--- config.mk ---
export PLATFORM = sky130hd
export DESIGN_NAME = execute_bru_issue_ctrl
export DESIGN_NICKNAME = d
export VERILOG_FILES = /design/src/rtl/execute_bru_issue_ctrl_pkg.sv /design/src/rtl/execute_bru_issue_ctrl_cond.sv /design/src/rtl/execute_bru_issue_ctrl.sv
export SDC_FILE = /design/constraint.sdc
export NUM_CORES = 1
export LEC_CHECK = 0
export CAP_MARGIN = 10
export CORE_ASPECT_RATIO = 1.4
export CORE_MARGIN = 4
export CORE_UTILIZATION = 30
export CTS_CLUSTER_DIAMETER = 40
export DETAILED_ROUTE_END_ITERATION = 16
export PLACE_DENSITY_LB_ADDON = 0.08
export SYNTH_ARGS = -nofsm -noshare
export SYNTH_HDL_FRONTEND = slang
export SYNTH_SLANG_ARGS = --single-unit
--- constraint.sdc ---
create_clock -name clk -period 5.8 [get_ports clk]
set_clock_uncertainty 0.05 [all_clocks]
set_input_delay 0.87 -clock clk [delete_from_list [all_inputs] [get_ports clk]]
set_output_delay 0.87 -clock clk [all_outputs]
set_load 0.05 [all_outputs]
--- src/rtl/execute_bru_issue_ctrl_pkg.sv ---
// Shared definitions for the BRU issue controller: command bit positions,
// queue entry layout and the writeback snoop helper.
package execute_bru_issue_ctrl_pkg;

  localparam int BRU_CMD_W   = 7;
  localparam int BRU_CMD_JMP = 6;
  localparam int BRU_CMD_GTZ = 4;
  localparam int BRU_CMD_EZ  = 3;
  localparam int BRU_CMD_LTZ = 2;
  localparam int BRU_CMD_EQ  = 1;
  localparam int BRU_CMD_NE  = 0;

  localparam int BRU_TAG_W = 6;
  localparam int BRU_ROB_W = 5;

  typedef struct packed {
    logic                 valid;
    logic [BRU_CMD_W-1:0] cmd;
    logic                 src0_rdy;
    logic [BRU_TAG_W-1:0] src0_tag;
    logic [31:0]          src0_value;
    logic                 src1_rdy;
    logic [BRU_TAG_W-1:0] src1_tag;
    logic [31:0]          src1_value;
    logic                 pred;
    logic [BRU_ROB_W-1:0] rob;
  } bru_entry_t;

  typedef struct packed {
    logic        rdy;
    logic [31:0] value;
  } bru_opnd_t;

  localparam bru_entry_t BRU_ENTRY_NULL = '0;

  // A ready operand is never overwritten; wb0 takes priority over wb1.
  function automatic bru_opnd_t bru_snoop(
    input logic                 rdy,
    input logic [BRU_TAG_W-1:0] tag,
    input logic [31:0]          value,
    input logic                 wb0_valid,
    input logic [BRU_TAG_W-1:0] wb0_tag,
    input logic [31:0]          wb0_value,
    input logic                 wb1_valid,
    input logic [BRU_TAG_W-1:0] wb1_tag,
    input logic [31:0]          wb1_value
  );
    bru_opnd_t r;
    r.rdy   = rdy;
    r.value = value;
    if (!rdy && wb0_valid && (wb0_tag == tag)) begin
      r.rdy   = 1'b1;
      r.value = wb0_value;
    end else if (!rdy && wb1_valid && (wb1_tag == tag)) begin
      r.rdy   = 1'b1;
      r.value = wb1_value;
    end else begin
      r.rdy   = rdy;
    end
    return r;
  endfunction

endpackage

--- src/rtl/execute_bru_issue_ctrl_cond.sv ---
// Combinational BRU condition evaluator: decides taken/not-taken from the
// command bitmask and the two 32-bit operands.
module execute_bru_impl_cond
  import execute_bru_issue_ctrl_pkg::*;
(
  input  logic [BRU_CMD_W-1:0] i_cmd,
  input  logic [31:0]          i_src0,
  input  logic [31:0]          i_src1,
  output logic                 o_taken
);

  logic w_ez;
  logic w_ltz;
  logic w_gtz;
  logic w_eq;
  logic w_unused_cmd5;

  assign w_ez          = (i_src0 == 32'd0);
  assign w_ltz         = i_src0[31];
  assign w_gtz         = !w_ltz && !w_ez;
  assign w_eq          = (i_src0 == i_src1);
  assign w_unused_cmd5 = i_cmd[5];

  assign o_taken = i_cmd[BRU_CMD_JMP]
                 | (i_cmd[BRU_CMD_GTZ] & w_gtz)
                 | (i_cmd[BRU_CMD_EZ]  & w_ez)
                 | (i_cmd[BRU_CMD_LTZ] & w_ltz)
                 | (i_cmd[BRU_CMD_EQ]  & w_eq)
                 | (i_cmd[BRU_CMD_NE]  & !w_eq);

endmodule

--- src/rtl/execute_bru_issue_ctrl.sv ---
// In-order branch issue queue with operand wakeup and a registered resolution
// port. Define BRU_ISSUE_BYPASS_EN to let ready ops skip an empty queue.
module execute_bru_issue_ctrl
  import execute_bru_issue_ctrl_pkg::*;
#(
  parameter int DEPTH = 4,
  parameter int TAG_W = BRU_TAG_W,
  parameter int ROB_W = BRU_ROB_W
) (
  input  logic             clk,
  input  logic             resetn,
  input  logic             i_enq_valid,
  output logic             o_enq_ready,
  input  logic [6:0]       i_enq_cmd,
  input  logic             i_enq_src0_rdy,
  input  logic             i_enq_src1_rdy,
  input  logic [TAG_W-1:0] i_enq_src0_tag,
  input  logic [TAG_W-1:0] i_enq_src1_tag,
  input  logic [31:0]      i_enq_src0_value,
  input  logic [31:0]      i_enq_src1_value,
  input  logic             i_enq_pred_taken,
  input  logic [ROB_W-1:0] i_enq_rob,
  input  logic             i_wb0_valid,
  input  logic [TAG_W-1:0] i_wb0_tag,
  input  logic [31:0]      i_wb0_value,
  input  logic             i_wb1_valid,
  input  logic [TAG_W-1:0] i_wb1_tag,
  input  logic [31:0]      i_wb1_value,
  input  logic             i_flush,
  output logic             o_res_valid,
  input  logic             i_res_ready,
  output logic             o_res_taken,
  output logic             o_res_mispred,
  output logic [ROB_W-1:0] o_res_rob,
  output logic             o_empty
);

  localparam int PTR_W = $clog2(DEPTH);
  localparam int CNT_W = PTR_W + 1;

  bru_entry_t       r_ent     [DEPTH];
  bru_entry_t       w_ent_nxt [DEPTH];
  bru_opnd_t        w_wk0     [DEPTH];
  bru_opnd_t        w_wk1     [DEPTH];
  logic [PTR_W-1:0] r_head;
  logic [PTR_W-1:0] r_tail;
  logic [CNT_W-1:0] r_count;
  logic             r_res_valid;
  logic             r_res_taken;
  logic             r_res_mispred;
  logic [ROB_W-1:0] r_res_rob;

  bru_opnd_t        w_enq_op0;
  bru_opnd_t        w_enq_op1;
  bru_entry_t       w_new;
  logic             w_enq;
  logic             w_store;
  logic             w_out_free;
  logic             w_issue;
  logic             w_bypass;
  logic             w_taken;
  logic [6:0]       w_ev_cmd;
  logic [31:0]      w_ev_src0;
  logic [31:0]      w_ev_src1;
  logic             w_ev_pred;
  logic [ROB_W-1:0] w_ev_rob;

  assign o_enq_ready   = (r_count < CNT_W'(DEPTH));
  assign o_empty       = (r_count == {CNT_W{1'b0}});
  assign o_res_valid   = r_res_valid;
  assign o_res_taken   = r_res_taken;
  assign o_res_mispred = r_res_mispred;
  assign o_res_rob     = r_res_rob;

  assign w_enq      = i_enq_valid & o_enq_ready;
  assign w_out_free = !r_res_valid | i_res_ready;
  assign w_issue    = r_ent[r_head].valid & r_ent[r_head].src0_rdy
                    & r_ent[r_head].src1_rdy & w_out_free;

  assign w_enq_op0 = bru_snoop(i_enq_src0_rdy, i_enq_src0_tag, i_enq_src0_value,
                               i_wb0_valid, i_wb0_tag, i_wb0_value,
                               i_wb1_valid, i_wb1_tag, i_wb1_value);
  assign w_enq_op1 = bru_snoop(i_enq_src1_rdy, i_enq_src1_tag, i_enq_src1_value,
                               i_wb0_valid, i_wb0_tag, i_wb0_value,
                               i_wb1_valid, i_wb1_tag, i_wb1_value);

`ifdef BRU_ISSUE_BYPASS_EN
  assign w_bypass = w_enq & (r_count == {CNT_W{1'b0}}) & w_enq_op0.rdy
                  & w_enq_op1.rdy & w_out_free;
`else
  assign w_bypass = 1'b0;
`endif
  assign w_store = w_enq & !w_bypass;

  // A bypass only happens with an empty queue, so the evaluator is free then.
  assign w_ev_cmd  = w_bypass ? i_enq_cmd       : r_ent[r_head].cmd;
  assign w_ev_src0 = w_bypass ? w_enq_op0.value : r_ent[r_head].src0_value;
  assign w_ev_src1 = w_bypass ? w_enq_op1.value : r_ent[r_head].src1_value;
  assign w_ev_pred = w_bypass ? i_enq_pred_taken : r_ent[r_head].pred;
  assign w_ev_rob  = w_bypass ? i_enq_rob       : r_ent[r_head].rob;

  execute_bru_impl_cond u_cond (
    .i_cmd   (w_ev_cmd),
    .i_src0  (w_ev_src0),
    .i_src1  (w_ev_src1),
    .o_taken (w_taken)
  );

  for (genvar g = 0; g < DEPTH; g++) begin : g_wake
    assign w_wk0[g] = bru_snoop(r_ent[g].src0_rdy, r_ent[g].src0_tag, r_ent[g].src0_value,
                                i_wb0_valid, i_wb0_tag, i_wb0_value,
                                i_wb1_valid, i_wb1_tag, i_wb1_value);
    assign w_wk1[g] = bru_snoop(r_ent[g].src1_rdy, r_ent[g].src1_tag, r_ent[g].src1_value,
                                i_wb0_valid, i_wb0_tag, i_wb0_value,
                                i_wb1_valid, i_wb1_tag, i_wb1_value);
  end

  // Build the entry written at the tail on enqueue
  always_comb begin
    w_new            = BRU_ENTRY_NULL;
    w_new.valid      = 1'b1;
    w_new.cmd        = i_enq_cmd;
    w_new.src0_rdy   = w_enq_op0.rdy;
    w_new.src0_tag   = i_enq_src0_tag;
    w_new.src0_value = w_enq_op0.value;
    w_new.src1_rdy   = w_enq_op1.rdy;
    w_new.src1_tag   = i_enq_src1_tag;
    w_new.src1_value = w_enq_op1.value;
    w_new.pred       = i_enq_pred_taken;
    w_new.rob        = i_enq_rob;
  end

  // Next entry state: wakeup everywhere, then pop at head or write at tail
  always_comb begin
    for (int i = 0; i < DEPTH; i++) begin
      w_ent_nxt[i]            = r_ent[i];
      w_ent_nxt[i].src0_rdy   = w_wk0[i].rdy;
      w_ent_nxt[i].src0_value = w_wk0[i].value;
      w_ent_nxt[i].src1_rdy   = w_wk1[i].rdy;
      w_ent_nxt[i].src1_value = w_wk1[i].value;
      if (w_store && (r_tail == PTR_W'(i))) begin
        w_ent_nxt[i] = w_new;
      end else if (w_issue && (r_head == PTR_W'(i))) begin
        w_ent_nxt[i].valid = 1'b0;
      end else begin
        w_ent_nxt[i].valid = r_ent[i].valid;
      end
    end
  end

  // Queue storage, pointers and occupancy
  always_ff @(posedge clk or negedge resetn) begin
    if (!resetn) begin
      for (int i = 0; i < DEPTH; i++) r_ent[i] <= BRU_ENTRY_NULL;
      r_head  <= {PTR_W{1'b0}};
      r_tail  <= {PTR_W{1'b0}};
      r_count <= {CNT_W{1'b0}};
    end else if (i_flush) begin
      for (int i = 0; i < DEPTH; i++) r_ent[i] <= BRU_ENTRY_NULL;
      r_head  <= {PTR_W{1'b0}};
      r_tail  <= {PTR_W{1'b0}};
      r_count <= {CNT_W{1'b0}};
    end else begin
      for (int i = 0; i < DEPTH; i++) r_ent[i] <= w_ent_nxt[i];
      if (w_issue) r_head <= r_head + PTR_W'(1);
      if (w_store) r_tail <= r_tail + PTR_W'(1);
      r_count <= r_count + CNT_W'(w_store) - CNT_W'(w_issue);
    end
  end

  // Resolution register toward commit
  always_ff @(posedge clk or negedge resetn) begin
    if (!resetn) begin
      r_res_valid   <= 1'b0;
      r_res_taken   <= 1'b0;
      r_res_mispred <= 1'b0;
      r_res_rob     <= {ROB_W{1'b0}};
    end else if (i_flush) begin
      r_res_valid   <= 1'b0;
      r_res_taken   <= 1'b0;
      r_res_mispred <= 1'b0;
      r_res_rob     <= {ROB_W{1'b0}};
    end else if (w_issue || w_bypass) begin
      r_res_valid   <= 1'b1;
      r_res_taken   <= w_taken;
      r_res_mispred <= w_taken ^ w_ev_pred;
      r_res_rob     <= w_ev_rob;
    end else if (i_res_ready) begin
      r_res_valid   <= 1'b0;
    end
  end

endmodule

# Yosys cells after proc, flatten, opt, wreduce, memory -nomap -nowiden
# Index checks and enable logic that the tools add are counted.
# word_totals
regBits	383
out_inout_bits	10
word_cells	243
# op_classes
n_addsub	4
magnitude_cmp	2
eq_ne	27
n_mux	60
n_bitwise	17
reduce_logical	86
# op_table
op	n
2-to-1 mux 368 bit	1
2-to-1 mux 91 bit	4
2-to-1 mux 33 bit	10
2-to-1 mux 32 bit	10
binary-select mux 92 bit (select 2 bit)	1
2-to-1 mux 92 bit	2
equality test 6 bit	20
logical AND 1 bit	49
equality test 32 bit	1
zero test 32 bit	1
nonzero test 4 bit	8
2-to-1 mux 1 bit	25
nonzero test 3 bit	5
zero test 1 bit	14
nonzero test 2 bit	6
2-to-1 mux 5 bit	2
AND 1 bit	9
equality test 2 bit (second input constant)	4
2-to-1 mux 2 bit	4
bitwise OR 1 bit	6
adder 2 x 1 -> 2 bit (second input constant)	2
equality test 2 x 1 -> 1 bit (second input constant)	2
zero test 2 bit	2
adder 3 x 1 -> 3 bit	1
other kinds (7)	7

# Logic depth before layout (Yosys ltp)
# Gate-level depths: netlist of the first run.
# depth
ltp_word	16
mapped_depth	15
ltp_nobuf	11

# Modules after synthesis
# Synthesis of the first run repeated with hierarchy kept, for this count alone.
# hier_totals
hier_cells	2729
hier_area_um2	26797.0
# by_module_without_submodules
module	n_inst	cells_each	area_per_inst_um2	seq_area_each_um2
execute_bru_issue_ctrl	1	2670	26327.8	9584.2
execute_bru_impl_cond	1	59	469.2	0.0

# Worst setup path before layout of the first run
# No wires, ideal clock.
# synth_timing
kind	reg-to-reg
start	reg r_head[0]
end	reg r_count[2]
arrival_time_ns	3.049
slack_ns	2.569
path_stages_with_launch	16
synth_period_minus_slack_ns	3.231
cell_sequence	dfrtp_1 > buf_6 > buf_2 > buf_2 > o211ai_1 > o21ai_0 > nor2b_1 > clkbuf_1 > buf_2 > ha_1 > inv_1 > ha_1 > fa_1 > xnor2_1 > xnor2_1 > nor2_1
# synth_via
elab_chain_len	9
# synth_lines
item	line	rtl
start, declared	execute_bru_issue_ctrl.sv:45	logic [PTR_W-1:0] r_head;
start signal, assigned	execute_bru_issue_ctrl.sv:155	r_head <= {PTR_W{1'b0}};
start signal, assigned	execute_bru_issue_ctrl.sv:160	r_head <= {PTR_W{1'b0}};
start signal, assigned	execute_bru_issue_ctrl.sv:165	if (w_issue) r_head <= r_head + PTR_W'(1);
inverter 2 -> 3 bit (not written as such) (*)	execute_bru_issue_ctrl.sv:77, execute_bru_issue_ctrl.sv:78	
binary-select mux 92 bit (select 2 bit) (*)	execute_bru_issue_ctrl.sv:77, execute_bru_issue_ctrl.sv:78	
2-to-1 mux 92 bit (*) (2 in a row)	--	
AND 1 bit	execute_bru_issue_ctrl.sv:77	assign w_issue = r_ent[r_head].valid & r_ent[r_head].src0_rdy
AND 1 bit (*) (2 in a row)	execute_bru_issue_ctrl.sv:78	& r_ent[r_head].src1_rdy & w_out_free;
subtractor 3 x 1 -> 3 bit (*)	execute_bru_issue_ctrl.sv:167	r_count <= r_count + CNT_W'(w_store) - CNT_W'(w_issue);
2-to-1 mux 3 bit (*)	execute_bru_issue_ctrl.sv:158	end else if (i_flush) begin
end signal, assigned	execute_bru_issue_ctrl.sv:157	r_count <= {CNT_W{1'b0}};
end signal, assigned	execute_bru_issue_ctrl.sv:162	r_count <= {CNT_W{1'b0}};
end signal, assigned	execute_bru_issue_ctrl.sv:167	
end, declared	execute_bru_issue_ctrl.sv:47	logic [CNT_W-1:0] r_count;
# Every way passes the cells marked *; elsewhere a longest branch is shown, timed or not. The select of a mux whose other input is x is not followed.
# A chain may end at the register's enable or synchronous reset.

# Final worst setup path of the first run
# layout_timing
start	reg r_head[0]
end	reg r_res_mispred, in the netlist o_res_mispred
# layout_via
elab_chain_len	16
word_cells_on_any_way	27
# layout_lines
item	line	rtl
inverter 2 -> 3 bit (not written as such) (*)	--	
binary-select mux 92 bit (select 2 bit) (*)	--	
2-to-1 mux 92 bit (*) (2 in a row)	--	
zero test 32 bit	execute_bru_issue_ctrl_cond.sv:18	assign w_ez = (i_src0 == 32'd0);
zero test 1 bit	execute_bru_issue_ctrl_cond.sv:20	assign w_gtz = !w_ltz && !w_ez;
logical AND 1 bit	execute_bru_issue_ctrl_cond.sv:20	
AND 1 bit	execute_bru_issue_ctrl_cond.sv:25	| (i_cmd[BRU_CMD_GTZ] & w_gtz)
bitwise OR 1 bit	execute_bru_issue_ctrl_cond.sv:25	
bitwise OR 1 bit	execute_bru_issue_ctrl_cond.sv:26	| (i_cmd[BRU_CMD_EZ] & w_ez)
bitwise OR 1 bit	execute_bru_issue_ctrl_cond.sv:27	| (i_cmd[BRU_CMD_LTZ] & w_ltz)
bitwise OR 1 bit	execute_bru_issue_ctrl_cond.sv:28	| (i_cmd[BRU_CMD_EQ] & w_eq)
bitwise OR 1 bit	execute_bru_issue_ctrl_cond.sv:29	| (i_cmd[BRU_CMD_NE] & !w_eq);
bitwise XOR 1 bit	execute_bru_issue_ctrl.sv:186	r_res_mispred <= w_taken ^ w_ev_pred;
2-to-1 mux 1 bit	execute_bru_issue_ctrl.sv:183	end else if (w_issue || w_bypass) begin
2-to-1 mux 1 bit	execute_bru_issue_ctrl.sv:178	end else if (i_flush) begin
end signal, assigned	execute_bru_issue_ctrl.sv:186	
end, declared	execute_bru_issue_ctrl.sv:50	logic r_res_mispred;
# Marked as above.

==> impl_metrics.json, run 1 <==
{
  "grt_pass1_vias": 20724,
  "layout-drive-gt1-share_pct": 14.2,
  "overflow": 0,
  "dieWidth_um": 247,
  "final_nets": 2313,
  "ios": 184,
  "ys_types": 40,
  "cts_sinks": 379,
  "postCtsSetupRepairBufs": 0,
  "leakage_nw": 11.0,
  "crit_required_ns": 6.25,
  "final_hold_viol_count": 0,
  "dieArea_mm2": 0.0845,
  "fill_cells": 7859,
  "route.detailed.drc": 0,
  "area_growth_pct": 22.5,
  "synth_seq_cells": 379,
  "drv_slew": 0,
  "final_core_util_pct": 37.1,
  "layout_setup_ws_ns": 1.79,
  "critPathLaunch": "r_head[0]",
  "worst_pin_slew_ns": 1.02,
  "grt_pass1_wl_um": 143000,
  "fin_crit_ns": 4.01,
  "maxCapViolCount": 0,
  "end_kind": "flip-flop",
  "rsz0062_at_grt": "false",
  "final.setup.tns_ns": 0,
  "post_layout_nonfiller_instances": 3243,
  "dpl_cell_area_mm2": 0.0266,
  "dp_hpwl_um": 60000,
  "synthCells": 2086,
  "cts_resized": 0,
  "cts-root-buf": "clkbuf_16",
  "finalSetupViolations": 0,
  "placed_cells": 3107,
  "clk_path_buf_depth": 3,
  "grt_start_max_net_pins": 150,
  "crit_arrival_ns": 4.46,
  "cts_tree": "built",
  "insertion_delay_ns": 0.60,
  "timing.rr.start": "r_head[0]",
  "core_area_mm2": 0.0791,
  "start_kind": "flip-flop",
  "wl_um": 96700,
  "synthesis.area_mm2": 0.0239,
  "io_buffers": 182,
  "ir_drop_v": 0.000273,
  "wl_per_cell_um": 29.8,
  "cts_buffers": 73,
  "worst_hold_slack_ns": 0.138,
  "die_y_um": 342,
  "dr.pass1.iters": 5,
  "ctsHtreeMaxLevel": 3,
  "drt_iter0_drc": 1291,
  "finalCritPeriodShare_pct": 69.2,
  "synth.net_count": 2271,
  "antenna_found_initial": 3,
  "critPathMaxFanout": 23,
  "synth_area_per_cell_um2": 11.5,
  "power_mw": 10.8,
  "reg2regPathDepth": 8,
  "vias": 18906,
  "worst-setup-path-type": "flip-flop to flip-flop",
  "start_util_pct": 30.3,
  "synthFlopType": "dfrtp_1",
  "synth_warnings": 0,
  "max_slew_margin_pct": 32.0,
  "final_area_mm2": 0.0293,
  "path_clk_slew_ns": 0.05,
  "cts_hold_buf": 0,
  "status": "complete, no violations",
  "grtUsageTotal_pct": 22.6,
  "dp_slack_ns": 1.40,
  "ys_seq_area_share_pct": 39.6,
  "rows": 122,
  "place_congestion": 0.788,
  "power_density_mw_per_mm2": 367,
  "fmax_ghz": 0.249,
  "antenna_left": 0,
  "via_per_inst": 5.83,
  "hp-class": "primary input to async pin",
  "async_flop_share_pct": 100,
  "synth_edf_count": 0
}
## power by group
part	internal, mW	switching [mW]	leakage, nW
Sequential	3.12	0.304	4.75
Combinational	1.16	1.51	4.91
Clock	3.16	1.52	1.30
Total	7.44	3.33	11.0
## flip-flops by register name, indices dropped and copies added (netlist names)
signal         flops
r_ent            364
o_res_rob          5
r_count            3
r_head             2
r_tail             2
o_res_mispred      1
o_res_taken        1
o_res_valid        1
## worst max-delay path, cell delays in order, from the launching register on
cell	delay, ns
dfrtp_4	0.79
buf_4	0.48
mux4_2	0.63
xnor2_1	0.32
nand4_1	0.19
nor4_1	0.61
a21boi_1	0.18
or4_1	0.54
o221ai_1	0.08
## layout make-up
| type | count | area, µm² | share of cell area [%] |
|---|---|---|---|
| tap | 1054 | 1320 | 4.50 |
| clock buffer | 94 | 2080 | 7.09 |
| inverter | 12 | 45.0 | 0.154 |
| sequential | 379 | 9490 | 32.4 |
| clock inverter | 40 | 597 | 2.03 |
| antenna | 2 | 5.00 | 0.0171 |
| multi-input combinational | 1413 | 13400 | 45.6 |
| timing repair buffer | 249 | 2430 | 8.28 |
## cells in the final DEF (no fill, tap or decap), types with 5 or more instances in the layout
cell / instances
clkbuf_16: 77
mux2_1: 54
inv_1: 12
mux2i_1: 325
nor2_1: 15
clkbuf_1: 8
o21a_1: 256
nor4_1: 18
nor4_4: 8
a22o_1: 96
clkinv_2: 11
o221ai_1: 257
ha_1: 10
xnor2_1: 112
or3_2: 8
and3_1: 5
buf_12: 8
bufinv_16: 14
nand4_1: 16
dfrtp_1: 377
mux2_2: 10
clkinvlp_4: 8
mux4_2: 75
nor3_1: 6
nand2_1: 9
clkdlybuf4s50_1: 181
nand3b_1: 17
xor2_1: 44
nand3_1: 23
a21oi_1: 7
o22a_1: 8
clkbuf_8: 9
buf_4: 59
## final timing paths
check                                 to  slack (ns)
max in group asynchronous     r_ent[156]        4.31
setup reg to reg           o_res_mispred        1.79
min in group clk              r_ent[147]        0.43
setup / recovery           o_res_mispred        1.79
hold / removal                r_ent[130]        0.14
hold reg to reg               r_ent[147]        0.43
## kinds of logic after synthesis
| kind of cell | count (synthesis) | share of synthesized area, % |
|---|---|---|
| AOI/OAI and AO/OA | 640 | 21.8 |
| xor gates and xnor gates | 156 | 5.71 |
| adders and majority gates | 11 | 0.606 |
| buffers and inverters | 294 | 5.08 |
| DFF | 379 | 39.6 |
| muxes | 464 | 23.6 |
| and+or+nand+nor | 142 | 3.57 |
## layer usage
metal	track usage [%]	routed length, µm	part of all wire (%)
met2	39.7	48900	51
met4	8.48	3320	3.4
met5	0	0	0
met3	3.31	4220	4.4
met1	28.1	40300	42
## synth_stat cells (6+ instances only)
master | n | area (µm²)
dfrtp_1 | 379 | 9480
nand3_1 | 23 | 115
a22o_1 | 96 | 841
clkbuf_1 | 176 | 661
o22a_1 | 8 | 70.1
nor2_1 | 15 | 56.3
nor4_1 | 18 | 113
mux2_2 | 10 | 113
inv_1 | 12 | 45.0
nand3b_1 | 17 | 128
buf_2 | 55 | 275
nand2_1 | 13 | 48.8
nand4_1 | 16 | 100
a21oi_1 | 11 | 55.1
nor4_2 | 8 | 100
mux4_2 | 75 | 1690
mux2_1 | 54 | 608
o21a_1 | 256 | 1920
nor3_1 | 6 | 30.0
mux2i_1 | 325 | 3250
o221ai_1 | 257 | 2250
xor2_1 | 44 | 385
buf_1 | 44 | 165
xnor2_1 | 112 | 981
or3_1 | 9 | 56.3
ha_1 | 10 | 125
No activity file was read; power rests on OpenSTA's default activity.
==> run 2: changes to the inputs <==
==> constraint.sdc (replaced) <==
create_clock -name clk -period 4 [get_ports clk]
set_clock_uncertainty 0.05 [all_clocks]
set_input_delay 0.6 -clock clk [delete_from_list [all_inputs] [get_ports clk]]
set_output_delay 0.6 -clock clk [all_outputs]
set_load 0.05 [all_outputs]
==> run 2 against run 1 <==
Final area is 1.8% higher. Power is 45% higher. Sequential cell count unchanged. Worst hold slack better by 0.29 ns. Critical path depth is 3 higher. Largest power group unchanged.
==> impl_metrics.json, run 2 (synthesized netlist as in run 1, its figures left out) <==
{
  "worst_hold_slack_ns": 0.433,
  "finalCritPeriodShare_pct": 85.4,
  "antenna_left": 0,
  "rows": 122,
  "wl_um": 97600,
  "cts-root-buf": "clkbuf_16",
  "worst_pin_slew_ns": 0.947,
  "die_y_um": 342,
  "drt_iter0_drc": 1290,
  "p_seq_share_pct": 31.8,
  "worstHoldStart": "r_ent[103]",
  "cts_buffers": 75,
  "crit_required_ns": 4.41,
  "timing.rr.start": "r_head[1]",
  "power_density_mw_per_mm2": 521,
  "crit_arrival_ns": 3.83,
  "fmax_ghz": 0.293,
  "p_clk_share_pct": 42.6,
  "dieWidth_um": 247,
  "io_buffers": 182,
  "area_growth_pct": 24.7,
  "core_area_mm2": 0.0791,
  "critPathLaunch": "r_head[1]",
  "start_util_pct": 30.3,
  "ctsHtreeMaxLevel": 3,
  "overflow": 0,
  "r2r_setup_slack_ns": 0.59,
  "cts_tree": "built",
  "final_cell_mix": "dfrtp_1, mux2i_1, o221ai_1, o21a_1, clkdlybuf4s50_1",
  "final_core_util_pct": 37.8,
  "cts_sinks": 379,
  "status": "complete, no violations",
  "wl_per_cell_um": 29.8,
  "regMostFlops": "r_ent",
  "post_layout_nonfiller_instances": 3278,
  "crit_chain": "buf_4, buf_4, mux4_2, xnor2_1, nand4_1, nor4_1, buf_4, a21boi_1, buf_4, nor3_1, o221ai_1",
  "clk_path_buf_depth": 3,
  "insertion_delay_ns": 0.62,
  "maxCapViolCount": 0,
  "pwr-share-comb_pct": 25.5,
  "grt_pass1_wl_um": 145000,
  "cp_common_cell": "buf_4",
  "start_kind": "flip-flop",
  "slowest_delay_ns": 0.76,
  "dp_hpwl_um": 58300,
  "leakage_nw": 11.2,
  "worst-setup-path-type": "flip-flop to flip-flop",
  "switching_share_pct": 31.7,
  "cp_num_buf_inv": 4,
  "via_per_inst": 5.89,
  "rsz0062_at_grt": "false",
  "internal-power_mw": 10.6,
  "fin_crit_ns": 3.41,
  "hp-class": "flip-flop to flip-flop",
  "final_nets": 2346,
  "finalSetupViolations": 0,
  "dieArea_mm2": 0.0845,
  "antenna_found_initial": 2,
  "vias": 19307,
  "dr.pass1.iters": 8,
  "grtUsageTotal_pct": 22.9,
  "place_congestion": 0.784,
  "cp_top_family": "simple AND/OR/NAND/NOR gates",
  "path_clk_slew_ns": 0.06,
  "fill_cells": 7821,
  "end_kind": "flip-flop",
  "final.setup.tns_ns": 0,
  "ios": 184,
  "grt_start_max_net_pins": 99,
  "postCtsSetupRepairBufs": 0,
  "layout_commonest_cell": "dfrtp_1",
  "route.detailed.drc": 0,
  "ir_drop_v": 0.000253,
  "placed_cells": 3137,
  "final_hold_viol_count": 0,
  "largest_reg_flops": 364,
  "crit_path_top_delay_cell": "dfrtp_4",
  "critPathMaxFanout": 23,
  "power.switching_mw": 4.93,
  "grt_pass1_vias": 21097,
  "drv_slew": 0,
  "max_slew_margin_pct": 36.9,
  "layout-drive-gt1-share_pct": 15.5
}
## run 2: final timing paths
check,endpoint,cells after the start
max,o_res_mispred,11
min,r_ent[103],1
max reg2reg,o_res_mispred,11
min reg2reg,r_ent[103],1
max in group asynchronous,r_head[0],3
min in group asynchronous,r_ent[225],2
## run 2: power by group through the flow
stage          clock, mW  combinational, mW  sequential, mW
5_1_grt             6.98               4.27            5.02
4_1_cts             6.79               4.03            4.94
6_report            6.64               3.97            4.95
3_3_place_gp           0               3.97            4.97
2_1_floorplan          0               2.54            4.86
3_5_place_dp           0               4.01            5.00
## run 2: worst reg2reg max path, delay by kind of cell (launching register included)
kind	cells	cell delay, ns
buffers and inverters	4	0.77
muxes	1	0.38
xor gates and xnor gates	1	0.24
AOI/OAI and AO/OA	2	0.24
and+or+nand+nor	3	0.82
DFF	1	0.76
## run 2: area by class of cell
type | count | area, µm² | area share, %
multi-input cells | 1413 | 13400 | 44.7
flip-flops and latches | 379 | 9490 | 31.8
diodes | 1 | 2.50 | 0.00838
clock buffers | 89 | 2010 | 6.74
clock inverters | 50 | 631 | 2.11
well taps | 1054 | 1320 | 4.42
inverters | 12 | 45.0 | 0.151
repair buffers | 280 | 3000 | 10.1
## run 2: routing by layer
| layer | vias to the layer above | GRT usage, % | part of all wire [%] |
|---|---|---|---|
| met5 | - | 0 | 0 |
| met4 | 0 | 9.00 | 3.7 |
| met3 | 207 | 3.06 | 4.7 |
| met2 | 659 | 40.5 | 51 |
| met1 | 10123 | 28.1 | 41 |
| li1 | 8318 | - | - |
## run 2: through the flow
stage	power [mW]	worst slack, ns	cell area, µm²
6_report	15.6	0.586	29900
5_1_grt	16.3	0.382	29900
4_1_cts	15.8	0.504	29900
3_5_place_dp	9.01	0.437	27200
3_3_place_gp	8.94	0.445	27200
2_1_floorplan	7.40	0.769	23900
## run 2: timing repair
action	4_1_cts	5_1_grt
hold endpoints to repair	53	0
hold buffers	1	0
resized for setup	0	0
